### src/rtl/mult_error_monitor.sv
// mult_error_monitor
// Measures how far an approximate 8x8 multiplier strays from the exact
// product over a run of SAMPLES operand/product samples.
//
// Ports:
//   clk, rst        clock, synchronous active-high reset
//   start           one-cycle pulse: begins a run from IDLE or DONE
//   in_valid/ready  sample handshake; ready only while running
//   A, B, P         operands and the approximate product under test
//   busy            run in progress (RUN or DRAIN)
//   done            results valid; held until the next start or reset
//   err_count       samples with P != A*B (saturating at 65535)
//   sum_abs_err     sum of |A*B - P| (saturating at 2^ACC_W-1)
//   max_abs_err     largest |A*B - P| in the run
//   sum_err         (MULT_ERR_BIAS_EN only) signed sum of A*B - P, saturating
//
// Optional feature macro: MULT_ERR_BIAS_EN adds the sum_err bias output.
module mult_error_monitor #(
   parameter int unsigned SAMPLES = 256,
   parameter int unsigned ACC_W   = 32
) (
   input  logic             clk,
   input  logic             rst,
   input  logic             start,
   input  logic             in_valid,
   output logic             in_ready,
   input  logic [7:0]       A,
   input  logic [7:0]       B,
   input  logic [15:0]      P,
   output logic             busy,
   output logic             done,
   output logic [15:0]      err_count,
   output logic [ACC_W-1:0] sum_abs_err,
   output logic [15:0]      max_abs_err
`ifdef MULT_ERR_BIAS_EN
   ,
   output logic signed [ACC_W:0] sum_err
`endif
);

   localparam int unsigned CNT_W    = 16;
   localparam logic [CNT_W-1:0] LAST_IDX = CNT_W'(SAMPLES - 1);

   typedef enum logic [1:0] {
      ST_IDLE  = 2'd0,
      ST_RUN   = 2'd1,
      ST_DRAIN = 2'd2,
      ST_DONE  = 2'd3
   } state_e;

   state_e           state_q;
   logic [CNT_W-1:0] cnt_q;
   logic [1:0]       drain_q;
   logic             in_ready_q;
   logic             busy_q;
   logic             done_q;

   logic             accept_c;
   logic             run_start_c;

   assign accept_c    = in_valid & in_ready_q;
   assign run_start_c = start & ((state_q == ST_IDLE) | (state_q == ST_DONE));

   // Run control FSM; in_ready/busy/done are registered alongside the state.
   always_ff @(posedge clk) begin
      if (rst) begin
         state_q    <= ST_IDLE;
         cnt_q      <= '0;
         drain_q    <= '0;
         in_ready_q <= 1'b0;
         busy_q     <= 1'b0;
         done_q     <= 1'b0;
      end else begin
         case (state_q)
            ST_IDLE, ST_DONE: begin
               if (start) begin
                  state_q    <= ST_RUN;
                  cnt_q      <= '0;
                  in_ready_q <= 1'b1;
                  busy_q     <= 1'b1;
                  done_q     <= 1'b0;
               end
            end
            ST_RUN: begin
               if (accept_c) begin
                  cnt_q <= cnt_q + CNT_W'(1);
                  if (cnt_q == LAST_IDX) begin
                     state_q    <= ST_DRAIN;
                     drain_q    <= '0;
                     in_ready_q <= 1'b0;
                  end
               end
            end
            ST_DRAIN: begin
               // Three cycles: the last sample leaves S3 before done rises.
               drain_q <= drain_q + 2'd1;
               if (drain_q == 2'd2) begin
                  state_q <= ST_DONE;
                  busy_q  <= 1'b0;
                  done_q  <= 1'b1;
               end
            end
            default: state_q <= ST_IDLE;
         endcase
      end
   end

   // S1 / S2 valid pipe
   logic v1_q;
   logic v2_q;

   always_ff @(posedge clk) begin
      if (rst) begin
         v1_q <= 1'b0;
         v2_q <= 1'b0;
      end else begin
         v1_q <= accept_c;
         v2_q <= v1_q;
      end
   end

   // S1 operand capture
   logic [7:0]  a1_q;
   logic [7:0]  b1_q;
   logic [15:0] p1_q;

   always_ff @(posedge clk) begin
      if (accept_c) begin
         a1_q <= A;
         b1_q <= B;
         p1_q <= P;
      end
   end

   // S2: exact product and error; 17-bit difference so |error| fits 16 bits
   logic [15:0] prod_c;
   logic [16:0] diff_c;
   logic [15:0] abs_c;
   logic [15:0] abs2_q;

   assign prod_c = 16'(a1_q) * 16'(b1_q);
   assign diff_c = {1'b0, prod_c} - {1'b0, p1_q};
   assign abs_c  = diff_c[16] ? 16'(17'd0 - diff_c) : diff_c[15:0];

`ifdef MULT_ERR_BIAS_EN
   logic [16:0] err2_q;
`endif

   always_ff @(posedge clk) begin
      abs2_q <= abs_c;
`ifdef MULT_ERR_BIAS_EN
      err2_q <= diff_c;
`endif
   end

   // S3: saturating accumulators
   logic [CNT_W-1:0] err_cnt_q;
   logic [ACC_W-1:0] sum_abs_q;
   logic [15:0]      max_abs_q;
   logic [ACC_W:0]   sum_ext_c;
   logic [ACC_W-1:0] sum_nxt_c;

   assign sum_ext_c = {1'b0, sum_abs_q} + (ACC_W+1)'(abs2_q);
   assign sum_nxt_c = sum_ext_c[ACC_W] ? {ACC_W{1'b1}} : sum_ext_c[ACC_W-1:0];

`ifdef MULT_ERR_BIAS_EN
   logic [ACC_W:0]   sum_err_q;
   logic [ACC_W+1:0] serr_ext_c;
   logic [ACC_W:0]   serr_nxt_c;

   // One guard bit; disagreeing top bits mean the signed range was left.
   assign serr_ext_c = {sum_err_q[ACC_W], sum_err_q} + {{(ACC_W-15){err2_q[16]}}, err2_q};

   always_comb begin
      serr_nxt_c = serr_ext_c[ACC_W:0];
      if (serr_ext_c[ACC_W+1] != serr_ext_c[ACC_W]) begin
         serr_nxt_c = serr_ext_c[ACC_W+1] ? {1'b1, {ACC_W{1'b0}}} : {1'b0, {ACC_W{1'b1}}};
      end
   end
`endif

   always_ff @(posedge clk) begin
      if (rst || run_start_c) begin
         err_cnt_q <= '0;
         sum_abs_q <= '0;
         max_abs_q <= '0;
`ifdef MULT_ERR_BIAS_EN
         sum_err_q <= '0;
`endif
      end else if (v2_q) begin
         sum_abs_q <= sum_nxt_c;
         if ((abs2_q != 16'd0) && (err_cnt_q != {CNT_W{1'b1}})) begin
            err_cnt_q <= err_cnt_q + CNT_W'(1);
         end
         if (abs2_q > max_abs_q) begin
            max_abs_q <= abs2_q;
         end
`ifdef MULT_ERR_BIAS_EN
         sum_err_q <= serr_nxt_c;
`endif
      end
   end

   assign in_ready    = in_ready_q;
   assign busy        = busy_q;
   assign done        = done_q;
   assign err_count   = err_cnt_q;
   assign sum_abs_err = sum_abs_q;
   assign max_abs_err = max_abs_q;
`ifdef MULT_ERR_BIAS_EN
   assign sum_err     = sum_err_q;
`endif

endmodule

### config.mk
export PLATFORM = sky130hd
export DESIGN_NAME = mult_error_monitor
export DESIGN_NICKNAME = d
export VERILOG_FILES = /design/src/rtl/mult_error_monitor.sv
export SDC_FILE = /design/constraint.sdc
export NUM_CORES = 1
export LEC_CHECK = 0
export BUFFER_PORTS_ARGS = -buffer_cell sky130_fd_sc_hd__clkbuf_2
export CORE_MARGIN = 8
export CORE_UTILIZATION = 55
export CTS_CLUSTER_SIZE = 14
export DETAILED_ROUTE_END_ITERATION = 7
export PLACE_DENSITY = 0.76
export SETUP_SLACK_MARGIN = 0.4
export SLEW_MARGIN = 20
export SYNTH_ARGS = -nofsm -noshare
export SYNTH_HDL_FRONTEND = slang
export SYNTH_SLANG_ARGS = --single-unit
### constraint.sdc
create_clock -name clk -period 7.05 [get_ports clk]
set_clock_uncertainty 0.2 [all_clocks]
set_input_delay 1.7625 -clock clk [delete_from_list [all_inputs] [get_ports clk]]
set_output_delay 1.7625 -clock clk [all_outputs]
set_load 0.01 [all_outputs]
# After elaboration in Yosys (flattened, before gate mapping)
# Cells that the tools add are included.
[op_classes]
multipliers = 1
n_bitwise = 3
order_cmp = 1
mux = 22
n_addsub = 6
n_div = 0
shift = 0
eq_ne = 10
reduce_logical = 15
[op_table]
columns = ["op", "n"]
rows = [
  ["$mux 16", 3],
  ["$add 32x16->33", 1],
  ["$add 16x1->16 const B", 2],
  ["$mux 32", 1],
  ["$pmux 16 s2", 1],
  ["$sub 16x16->17", 1],
  ["$eq 16x8->1 const B", 1],
  ["$gt 16x16->1", 1],
  ["$mul 8x8->16", 1],
  ["$ne 16x16->1 const B", 1],
  ["$reduce_bool 16->1", 1],
  ["$sub 1x16->16 const A", 1],
  ["$mux 2", 6],
  ["$reduce_and 3->1", 3],
  ["$ne 2x2->1 const B", 4],
  ["$reduce_and 4->1", 2],
  ["$eq 2x2->1 const B", 3],
  ["$mux 1", 6],
  ["$pmux 1 s2", 3],
  ["$pmux 2 s3", 1],
  ["$reduce_bool 2->1", 3],
  ["$pmux 2 s2", 1],
  ["$reduce_and 2->1", 2],
  ["$add 2x1->2 const B", 1],
  ["7 further kinds", 8],
]
[word_totals]
output_inout_bits = 67
latch_bits = 0
ff_bits = 137
ram_bits = 0
mem_count = 0
rom_bits = 0

# Depth between registers and ports, before layout
# Gate-level depths: netlist (run 1).
[depth]
depth_word = 4
mapped_depth = 19
ltp_nobuf = 18

# Least setup slack after synthesis (run 1)
# Ideal clock, no wire load.
[synth_path]
path_type = "register to register"
start = "register a1_q[3]"
end = "register abs2_q[11]"
arrival_ns = 4.806
path_slack_ns = 1.909
setup_ns = 0.135
path_stages_with_launch = 18
period_less_slack_ns = 5.141
n_path_buf = 1
path_cell_list = "edfxtp_1 and2_1 fa_1 inv_1 fa_1 inv_1 fa_1 inv_1 fa_1 inv_1 ha_1 or4_1 o221a_2 or4_4 nand3_2 buf_4 a21oi_1 xor2_1"
[synth_between]
elab_chain_len = 4
[synth_rtl]
columns = ["item", "line", "rtl"]
rows = [
  ["from (decl)", "123", "logic [7:0] a1_q;"],
  ["from (signal assigned)", "129", "a1_q <= A;"],
  ["$mul 8x8->16 (*)", "141", "assign prod_c = 16'(a1_q) * 16'(b1_q);"],
  ["$sub 16x16->17 (*)", "142", "assign diff_c = {1'b0, prod_c} - {1'b0, p1_q};"],
  ["$sub 1x16->16", "143", "assign abs_c = diff_c[16] ? 16'(17'd0 - diff_c) : diff_c[15:0];"],
  ["$mux 16 (*)", "143", ""],
  ["via abs_c[11]", "138", "logic [15:0] abs_c;"],
  ["to (signal assigned)", "150", "abs2_q <= abs_c;"],
  ["to (decl)", "139", "logic [15:0] abs2_q;"],
]
# Mark *: on every way through the listed nets, which the timed path passes. The rest lies on a longest branch.
# A chain may end at the register's enable or synchronous reset.

# Worst setup path after layout (run 1)
[layout_path]
start = "register b1_q[5]"
end = "register abs2_q[1]"
[layout_between]
elab_chain_len = 3
[layout_rtl]
columns = ["item", "line", "rtl"]
rows = [
  ["from (decl)", "124", "logic [7:0] b1_q;"],
  ["from (signal assigned)", "130", "b1_q <= B;"],
  ["$mul 8x8->16", "141", ""],
  ["$sub 16x16->17", "142", ""],
  ["$mux 16", "143", ""],
  ["via abs_c[1]", "138", ""],
]
# The timed path passes the listed nets, and every way through them passes these cells.

==> reports/summary.txt, run 1 <==
Worst Path Arrival -> 5.54 ns
Die ar. -> 21200 um2
Hold Path Class -> reg2reg
Register area share after synthesis -> 0.332
Rel. slew slack -> 0.250
Yosys warning count -> 0
Post-synthesis compound-gate area fraction -> 0.120
Vias in the first global route -> 6988
Max-slew violations -> 0
Tightest Pin Transition -> 1.12 ns
Worst path bufs/invs -> 2
Cell area after synthesis -> 9220 um2
Latest clock arrival within the worst-skew pair -> 0.43 ns
Vias -> 7246
CP delay by family, top -> adder cells
Row cnt -> 47
Asr flop ratio synth -> 0
Post-CTS Setup Bufs -> 0
Vias per Instance -> 5.40
Synthesized instance count -> 1005
Cts repair resizes -> 0
Critical Path Max Stage Delay -> 0.55 ns
Largest family of logic cells by synthesized area -> adder cells
Final ANT Viol Nets -> 0
CTS Sinks -> 137
Register Area -> 3060 um2
Drt pass-1 iters -> 5
Tmin final -> 5.42 ns
Floorplan Core Area -> 16500 um2
Final nets -> 1277
First-pass GRT wire length -> 32900 um
Setup crit start kind -> flop
Fmax -> 185 MHz
Initial DRC Count -> 409
Power Dens Cells -> 476 nW/um2
Initial Util -> 0.560
CTS tree -> done
Pwr Total -> 0.00501 W
Antenna Cells -> 0
Seq cells post-synth -> 137
Crit Path Class -> reg2reg
H-tree Lvls -> 4
Die width -> 145 um
Unique masters post-synth -> 68
Area growth, synth to finish -> 14.1%
RSZ-0062 raised after global routing -> false
Crit-path max FO -> 14
Syn nets -> 1173
Ports -> 103
Most common cell after layout, fill and taps aside -> inv_1
Largest net degree at the start of global routing -> 51
Post-synth top flop -> dfxtp_1
Simple-gate share of the synthesized area -> 0.178
CP max stage cell -> fa_1
PortBufs -> 102
Worst ir drop on vdd -> 307 uV
Multi-input gate area -> 5600 um2
XOR/XNOR Fraction of Synth Area -> 0.0608
Most used cell, CP -> fa_1
Fillers -> 1401
Worst setup EP type -> flop
Clock buffer depth -> 2
GRT Util Overall -> 0.185
Crit share post-route -> 0.768
Routability cong. -> 0.879
DP Wirelength -> 15000 um
Worst endpoint required time -> 7.17 ns
Clk Tree Root Cell -> clkbuf_16
Die height -> 145 um
Pleak -> 4.77 nW
Drc violations -> 0
Layout cells sized above 1 -> 0.138
Max_cap viols -> 0
Outcome -> finished, final reports clean
CTS Buf Count -> 17
Crit-path cells -> and2_1 -> fa_1 -> fa_1 -> fa_1 -> inv_1 -> fa_1 -> inv_1 -> ha_1 -> a21oi_1 -> and2_1 -> a221oi_2 -> o221a_2 -> or4_4 -> nand3_2 -> mux2_2
DR WL/cell -> 14.7 um
Final Hold Violating Endpoints -> 0
Post-synthesis mux area share -> 0.0273
Final setup violation count -> 0
Most frequent cells in the layout -> inv_1 (129), dfxtp_1 (105), clkbuf_2 (102)
Synth Area per Inst -> 9.18 um2
Grt total ovfl -> 0
Initial antenna violation count -> 0
Drt total wl -> 19700 um
Final TNS setup -> 0 ns
Post-CTS Hold Fix Bufs -> 0
Synth Area in Adders -> 0.221
Number of enable flip-flop cells after synthesis -> 32
CTS clk-pin slew, worst paths -> 0.07 ns
-- stage by stage --
step	instances	worst slack (ns)	area, um2	hold WS, ns	util
floorplan	1005	1.91	9220	0.214	-
global placement	1310	1.70	9940	0.222	0.604
detailed placement	1310	1.66	9940	0.242	0.604
CTS	1342	1.64	10500	0.251	0.639
global route	1342	1.35	10500	0.273	0.639
finish	1342	1.63	10500	0.255	0.639
-- layer usage --
metal  part of all wire  up-vias  GRT usage
met3              0.044       26     0.0410
li1                   -     3642          -
met5                  0        -          0
met2               0.48      174      0.310
met4              0.020        0     0.0713
met1               0.46     3404      0.229
-- worst paths after layout --
| path | startpoint | end | slack (ns) | depth (start not counted) |
|---|---|---|---|---|
| worst max-delay path | b1_q[5] | abs2_q[1] | 1.63 | 15 |
| worst min-delay path | v1_q | v2_q | 0.26 | 1 |
| worst max register to register | b1_q[5] | abs2_q[1] | 1.63 | 15 |
| worst min register to register | v1_q | v2_q | 0.26 | 1 |
-- cells by family (layout without fill, tap and decap cells) --
group           after synthesis  count (layout)
buf+inv                     147             264
flops                       137             137
compound gates              173             173
fa+ha+maj                   132             132
simple gates                327             327
xor+xnor                     64              64
mux                          25              25
-- report_power, final --
| group | switching [W] | leakage [nW] | total (W) | internal [W] |
|---|---|---|---|---|
| logic | 0.00177 | 3.35 | 0.00306 | 0.00129 |
| registers | 0.000128 | 1.15 | 0.00107 | 0.000946 |
| clock network | 0.000356 | 0.274 | 0.000877 | 0.000521 |
-- Yosys cell counts (18+ instances only) --
cell type,count,area [um2]
ha_1,81,1010
nor2_1,90,338
nor3_1,18,90.1
edfxtp_1,32,961
dfxtp_1,105,2100
mux2i_1,24,240
xor2_1,28,245
a21oi_1,59,295
and2_1,46,288
o21ai_0,32,160
nand2_1,76,285
inv_1,129,484
fa_1,51,1020
xnor2_1,36,315
-- final cells by class --
cell class                 instances  area share
sequential                       137       0.291
inverter                         129      0.0460
tap                              220      0.0262
timing repair buffer             103      0.0492
clock inverter                    14      0.0142
multi-input combinational        721       0.532
clock buffer                      18      0.0408
-- registers in the layout, indices dropped and copies added, names as in the netlist --
| name | count |
|---|---|
| state_q | 2 |
| p1_q | 16 |
| err_count | 16 |
| drain_q | 2 |
| abs2_q | 16 |
| v1_q | 1 |
| busy | 1 |
| b1_q | 8 |
| done | 1 |
| sum_abs_err | 32 |
| v2_q | 1 |
| in_ready | 1 |
| max_abs_err | 16 |
| cnt_q | 16 |
| a1_q | 8 |
(Power assumes the default switching activity.)
==> run 2: changes to the inputs <==
- ABC_AREA: not set -> 1
- PLACE_DENSITY: 0.76 -> 0.78
- clock period: 7.05 -> 4.6 ns (I/O delays scaled with it)
==> reports/summary.txt, run 2 <==
Latest clock arrival within the worst-skew pair -> 0.43 ns
CTS Buf Count -> 17
PortBufs -> 102
Clk Tree Root Cell -> clkbuf_16
Hold path depth -> 2
Final Worst Setup Slack -> -0.00411 ns
Most frequent cell after synthesis -> nand2_1
Power share of the clock group -> 0.149
Worst endpoint required time -> 4.73 ns
Pwr Total -> 0.00914 W
Final ANT Viol Nets -> 0
Post-placement worst setup slack -> -0.133 ns
Antenna Cells -> 0
Fmax -> 217 MHz
Crit share post-route -> 1.00
Rel. slew slack -> 0.426
RR Endpoint -> abs2_q[13]
Seq cells post-synth -> 137
Violated checks -> negative setup slack
Die height -> 153 um
Final nets -> 1732
Area growth, synth to finish -> 19.2%
Logic pwr share -> 0.676
HP Start -> v1_q
Pleak -> 6.14 nW
Max_cap viols -> 0
Yosys warning count -> 0
Area leader, netlist -> dfxtp_1
Grt total ovfl -> 0
Drt total wl -> 24400 um
Drt pass-1 iters -> 5
Initial Util -> 0.555
Number of enable flip-flop cells after synthesis -> 32
GRT Util Overall -> 0.210
Clock buffer depth -> 2
CTS tree -> done
Setup crit start kind -> flop
Synthesized instance count -> 1427
Cell area after synthesis -> 10300 um2
Routability cong. -> 0.926
CTS clk-pin slew, worst paths -> 0.06 ns
Sw frac -> 0.485
Register area share after synthesis -> 0.298
Largest register FFs -> 32
Asr flop ratio synth -> 0
Die ar. -> 23300 um2
Post-Layout Inst Area -> 12300 um2
Vias -> 9319
Ports -> 103
Max-slew violations -> 0
Layout cells sized above 1 -> 0.192
Worst setup EP type -> flop
Final setup violation count -> 1
Syn nets -> 1595
Vias in the first global route -> 9319
Tightest Pin Transition -> 0.861 ns
RSZ-0062 raised after global routing -> true
Post-synth top flop -> dfxtp_1
Most common library cells after synthesis -> nand2_1 (356), inv_1 (284), nor2_1 (107)
Final Hold Violating Endpoints -> 0
P_int -> 0.00471 W
Vias per Instance -> 5.15
Unique masters post-synth -> 43
R2R Path Start -> a1_q[1]
Power Dens Cells -> 746 nW/um2
Largest net degree at the start of global routing -> 42
Fillers -> 1519
Hold Path Class -> reg2reg
Drc violations -> 0
CTS Sinks -> 137
Crit Path Class -> reg2reg
Synth Area per Inst -> 7.21 um2
Tmin final -> 4.60 ns
Most common cell after layout, fill and taps aside -> nand2_1
Floorplan Core Area -> 18500 um2
Crit-path max FO -> 7
First-pass GRT wire length -> 41200 um
Most frequent cells in the layout -> nand2_1 (323), inv_1 (263), dfxtp_1 (105)
DR WL/cell -> 13.5 um
Area contributors post-synth -> dfxtp_1 (20%), nand2_1 (13%), inv_1 (10%)
Die width -> 153 um
Row cnt -> 50
Switching pwr -> 0.00444 W
Worst ir drop on vdd -> 575 uV
Initial DRC Count -> 512
R2R depth -> 24
Sequential power share -> 0.175
DP Wirelength -> 17800 um
H-tree Lvls -> 4
Placed Area -> 11100 um2
Worst Path Arrival -> 4.74 ns
Outcome -> finished, violations left
Flop2flop setup slack -> -0.004 ns
Top-area cell type share of the netlist area -> 0.204
WHS Endpoint -> v2_q
Initial antenna violation count -> 0
==> run 2: cell count changes in the layout (fill, tap and decap cells not counted), moves of 17 or more <==
cell / previous run / this run
nand2_2: 0 / 37
o21ai_0: 32 / 49
and2_1: 46 / 2
xnor2_1: 36 / 12
a21oi_1: 59 / 102
nand3_1: 17 / 76
inv_2: 0 / 23
mux2i_1: 24 / 0
nand2_1: 76 / 323
buf_4: 1 / 40
inv_1: 129 / 263
==> run 2: critical path: stages (launching register included) <==
cell and delay, ns:
edfxtp_1 0.43, buf_6 0.15, buf_4 0.12, nand2_2 0.06, inv_2 0.03, fa_1 0.54, fa_1 0.45, fa_1 0.52
inv_2 0.04, fa_1 0.54, inv_2 0.05, ha_4 0.31, nand2_4 0.08, nor2_4 0.14, and2_4 0.16, nand2_2 0.06
nand2_2 0.07, nand2_2 0.06, nand2_4 0.14, buf_6 0.13, nand2_4 0.05, nand2_2 0.06, nand2_1 0.04, nand2_1 0.05
inv_1 0.03
==> run 2: power groups by stage <==
stage                     logic [W]  clock network [W]  registers (W)
after global routing        0.00694            0.00143        0.00161
after detailed placement    0.00503                  0        0.00164
after global placement      0.00491                  0        0.00164
final                       0.00618            0.00136        0.00160
after floorplan             0.00412                  0        0.00155
after CTS                   0.00571            0.00138        0.00160
==> run 2: through the flow <==
step | instances | util | hold WS (ns) | TNS, ns
global placement | 1736 | 0.599 | 0.194 | -0.0260
global route | 1811 | 0.662 | 0.260 | -1.65
finish | 1811 | 0.662 | 0.210 | -0.00411
CTS | 1807 | 0.654 | 0.212 | 0
floorplan | 1427 | - | 0.188 | 0
detailed placement | 1736 | 0.599 | 0.202 | -0.667
==> run 2: cell families (layout without fill, tap and decap cells) <==
family / Yosys count / count (layout) / synth area share
DFF: 137 / 137 / 0.298
buffers and inverters: 323 / 473 / 0.122
adders and majority gates: 132 / 132 / 0.198
xor gates and xnor gates: 35 / 35 / 0.0298
AOI/OAI and AO/OA: 175 / 175 / 0.0910
and+or+nand+nor: 625 / 625 / 0.261
==> run 2: timing repair <==
item                                    4_1_cts  5_1_grt
pin swaps                                    28       18
endpoints found under the setup margin       15       15
buffers inserted                             39        4
hold buffers                                  0        0
resized for setup                            46       48
endpoints found under the hold margin         0        0
==> run 2: how the worst max path moves through the flow <==
stage / from / endpoint / slack (ns) / cells past startpoint
2_1_floorplan: a1_q[3] / abs2_q[13] / 0.38 / 25
3_3_place_gp: a1_q[0] / abs2_q[10] / -0.01 / 20
3_5_place_dp: a1_q[1] / abs2_q[10] / -0.13 / 20
4_1_cts: a1_q[6] / abs2_q[15] / 0.10 / 23
5_1_grt: a1_q[6] / abs2_q[14] / -0.18 / 23
6_report: a1_q[1] / abs2_q[13] / -0.004 / 24
==> run 2: layer usage <==
layer / vias up / track usage / share of wire
met2: 272 / 0.381 / 0.50
met5: - / 0 / 0
met1: 4222 / 0.233 / 0.42
met4: 0 / 0.0957 / 0.027
li1: 4771 / - / -
met3: 54 / 0.0406 / 0.054
==> run 2: area by class of cell <==
cell class                      instances  area, um2  area share
Inverter                              287       1080      0.0881
Timing Repair Buffer                  154        946      0.0771
Sequential cell                       137       3060       0.250
Clock buffer                           19        453      0.0369
Multi-Input combinational cell        967       6300       0.513
Clock inverter                         13        133      0.0108
Tap cell                              234        293      0.0239
==> run 3: changes to the inputs <==
- BUFFER_PORTS_ARGS: -buffer_cell sky130_fd_sc_hd__clkbuf_2 -> not set
- DONT_BUFFER_PORTS: not set -> 1
- PLACE_DENSITY: 0.78 -> 0.73
==> reports/summary.txt, run 3 (synthesis results as in run 2) <==
Initial antenna violation count -> 0
Most frequent cells in the layout -> nand2_1 (306), inv_1 (267), dfxtp_1 (105)
Fmax -> 221 MHz
Worst Path Arrival -> 4.64 ns
Die height -> 153 um
Routability cong. -> 0.932
CTS Buf Count -> 17
Post-placement worst setup slack -> 0.00138 ns
Met3 wire length -> 1140 um
Largest net degree at the start of global routing -> 42
Final Hold Violating Endpoints -> 0
Worst setup EP type -> flop
Final Worst Setup Slack -> 0.0827 ns
Sw frac -> 0.498
Ports -> 103
R2R depth -> 23
Largest register FFs -> 32
Crit-path max FO -> 8
Rel. slew slack -> 0.408
Die width -> 153 um
GRT Util Overall -> 0.206
Sequential power share -> 0.166
Layout cells sized above 1 -> 0.144
Post-Layout Inst Area -> 11800 um2
Max_cap viols -> 0
P_int -> 0.00492 W
Tightest Pin Transition -> 0.887 ns
CTS tree -> done
Drt total wl -> 24200 um
Routed wl met2 -> 12000 um
Vias -> 8941
CTS Sinks -> 137
Floorplan Core Area -> 18500 um2
Vias in the first global route -> 8781
HP Start -> v1_q
Clk Tree Root Cell -> clkbuf_16
Logic pwr share -> 0.700
Grt total ovfl -> 0
Worst ir drop on vdd -> 727 uV
Die ar. -> 23300 um2
Crit Path Class -> reg2reg
H-tree Lvls -> 4
Vias per Instance -> 5.26
Area growth, synth to finish -> 14.7%
WHS Endpoint -> v2_q
Max-slew violations -> 0
Clock buffer depth -> 2
Crit share post-route -> 0.982
Power share of the clock group -> 0.134
DP Wirelength -> 17700 um
RR Endpoint -> abs2_q[15]
Final setup violation count -> 0
Antenna Cells -> 0
Initial Util -> 0.555
Pwr Total -> 0.00981 W
Worst endpoint required time -> 4.72 ns
PortBufs -> 0
Outcome -> finished, final reports clean
R2R Path Start -> a1_q[4]
Drc violations -> 0
Highest metal used -> met4
Setup crit start kind -> flop
Final nets -> 1620
Drt pass-1 iters -> 5
Fillers -> 1561
Placed Area -> 10600 um2
Hold Path Class -> reg2reg
First-pass GRT wire length -> 40100 um
Initial DRC Count -> 395
Switching pwr -> 0.00489 W
CTS clk-pin slew, worst paths -> 0.06 ns
Tmin final -> 4.52 ns
Hold path depth -> 2
DR WL/cell -> 14.2 um
Power Dens Cells -> 832 nW/um2
RSZ-0062 raised after global routing -> true
Latest clock arrival within the worst-skew pair -> 0.43 ns
Flop2flop setup slack -> 0.08 ns
Final TNS setup -> 0 ns
Wl on met1 -> 10400 um
Post-CTS Hold Fix Bufs -> 0
Pleak -> 5.67 nW
Row cnt -> 50
Most common cell after layout, fill and taps aside -> nand2_1
Final ANT Viol Nets -> 0
run 3: cell types whose count changed in the layout (fill, tap and decap cells not counted), moves of 4 or more:
cell / previous run / this run
inv_1: 263 / 267
nand2_4: 7 / 13
nor2_1: 94 / 90
clkbuf_2: 102 / 0
inv_2: 23 / 18
nand2_1: 323 / 306
nand2_2: 37 / 48
buf_6: 12 / 1
run 3: final cells by class:
class,instances,area (um2),area share
clock buffer,20,447,0.0379
sequential,137,3060,0.260
clock inverter,12,114,0.00965
tap,234,293,0.0248
inverter,287,1080,0.0920
multi-input combinational,968,6480,0.550
timing repair buffer,41,312,0.0264
run 3: worst max path at each step:
stage / from / end / slack [ns] / cells past startpoint
3_3_place_gp: a1_q[5] / abs2_q[10] / 0.04 / 20
5_1_grt: a1_q[2] / abs2_q[14] / -0.14 / 23
2_1_floorplan: a1_q[3] / abs2_q[13] / 0.38 / 25
4_1_cts: a1_q[3] / abs2_q[15] / 0.19 / 21
6_report: a1_q[4] / abs2_q[15] / 0.08 / 23
3_5_place_dp: a1_q[1] / abs2_q[9] / 0.001 / 19
run 3: critical path: stages, from the launching register on:
cell,delay (ns)
edfxtp_1,0.53
nand2_2,0.11
fa_1,0.57
inv_2,0.04
fa_1,0.47
fa_1,0.52
inv_1,0.05
fa_1,0.49
inv_2,0.05
ha_4,0.27
nand2_2,0.08
nand2_2,0.07
inv_2,0.10
nand2_4,0.08
nand2_2,0.07
nand2_1,0.06
nand2_2,0.10
nand2_4,0.09
nor2_4,0.12
nand2_2,0.07
nand2_4,0.09
nand3_1,0.07
nand2_1,0.06
nand2_1,0.05
run 3: power groups by stage:
| stage | Sequential, W | Combinational (W) | Clock (W) |
|---|---|---|---|
| 3_3_place_gp | 0.00165 | 0.00488 | 0 |
| 4_1_cts | 0.00163 | 0.00608 | 0.00134 |
| 5_1_grt | 0.00164 | 0.00766 | 0.00139 |
| 3_5_place_dp | 0.00165 | 0.00498 | 0 |
| 6_report | 0.00162 | 0.00687 | 0.00132 |
| 2_1_floorplan | 0.00155 | 0.00412 | 0 |
run 3: routing by layer:
layer	up-vias	global-route usage
met4	0	0.0825
li1	4538	-
met5	-	0
met3	58	0.0471
met2	215	0.372
met1	4130	0.231
run 3: metrics by stage:
step	utilization	std cells	hold WS, ns
2_1_floorplan	-	1427	0.188
3_3_place_gp	0.571	1634	0.195
3_5_place_dp	0.571	1634	0.199
4_1_cts	0.620	1683	0.213
5_1_grt	0.637	1699	0.260
6_report	0.637	1699	0.211
run 3: repair_timing:
item / in CTS / in global routing
pin swaps: 60 / 45
cloned: 1 / 0
gates resized for setup: 70 / 53
setup buffers: 16 / 16
endpoints found under the hold margin: 0 / 0
endpoints found under the setup margin: 15 / 15
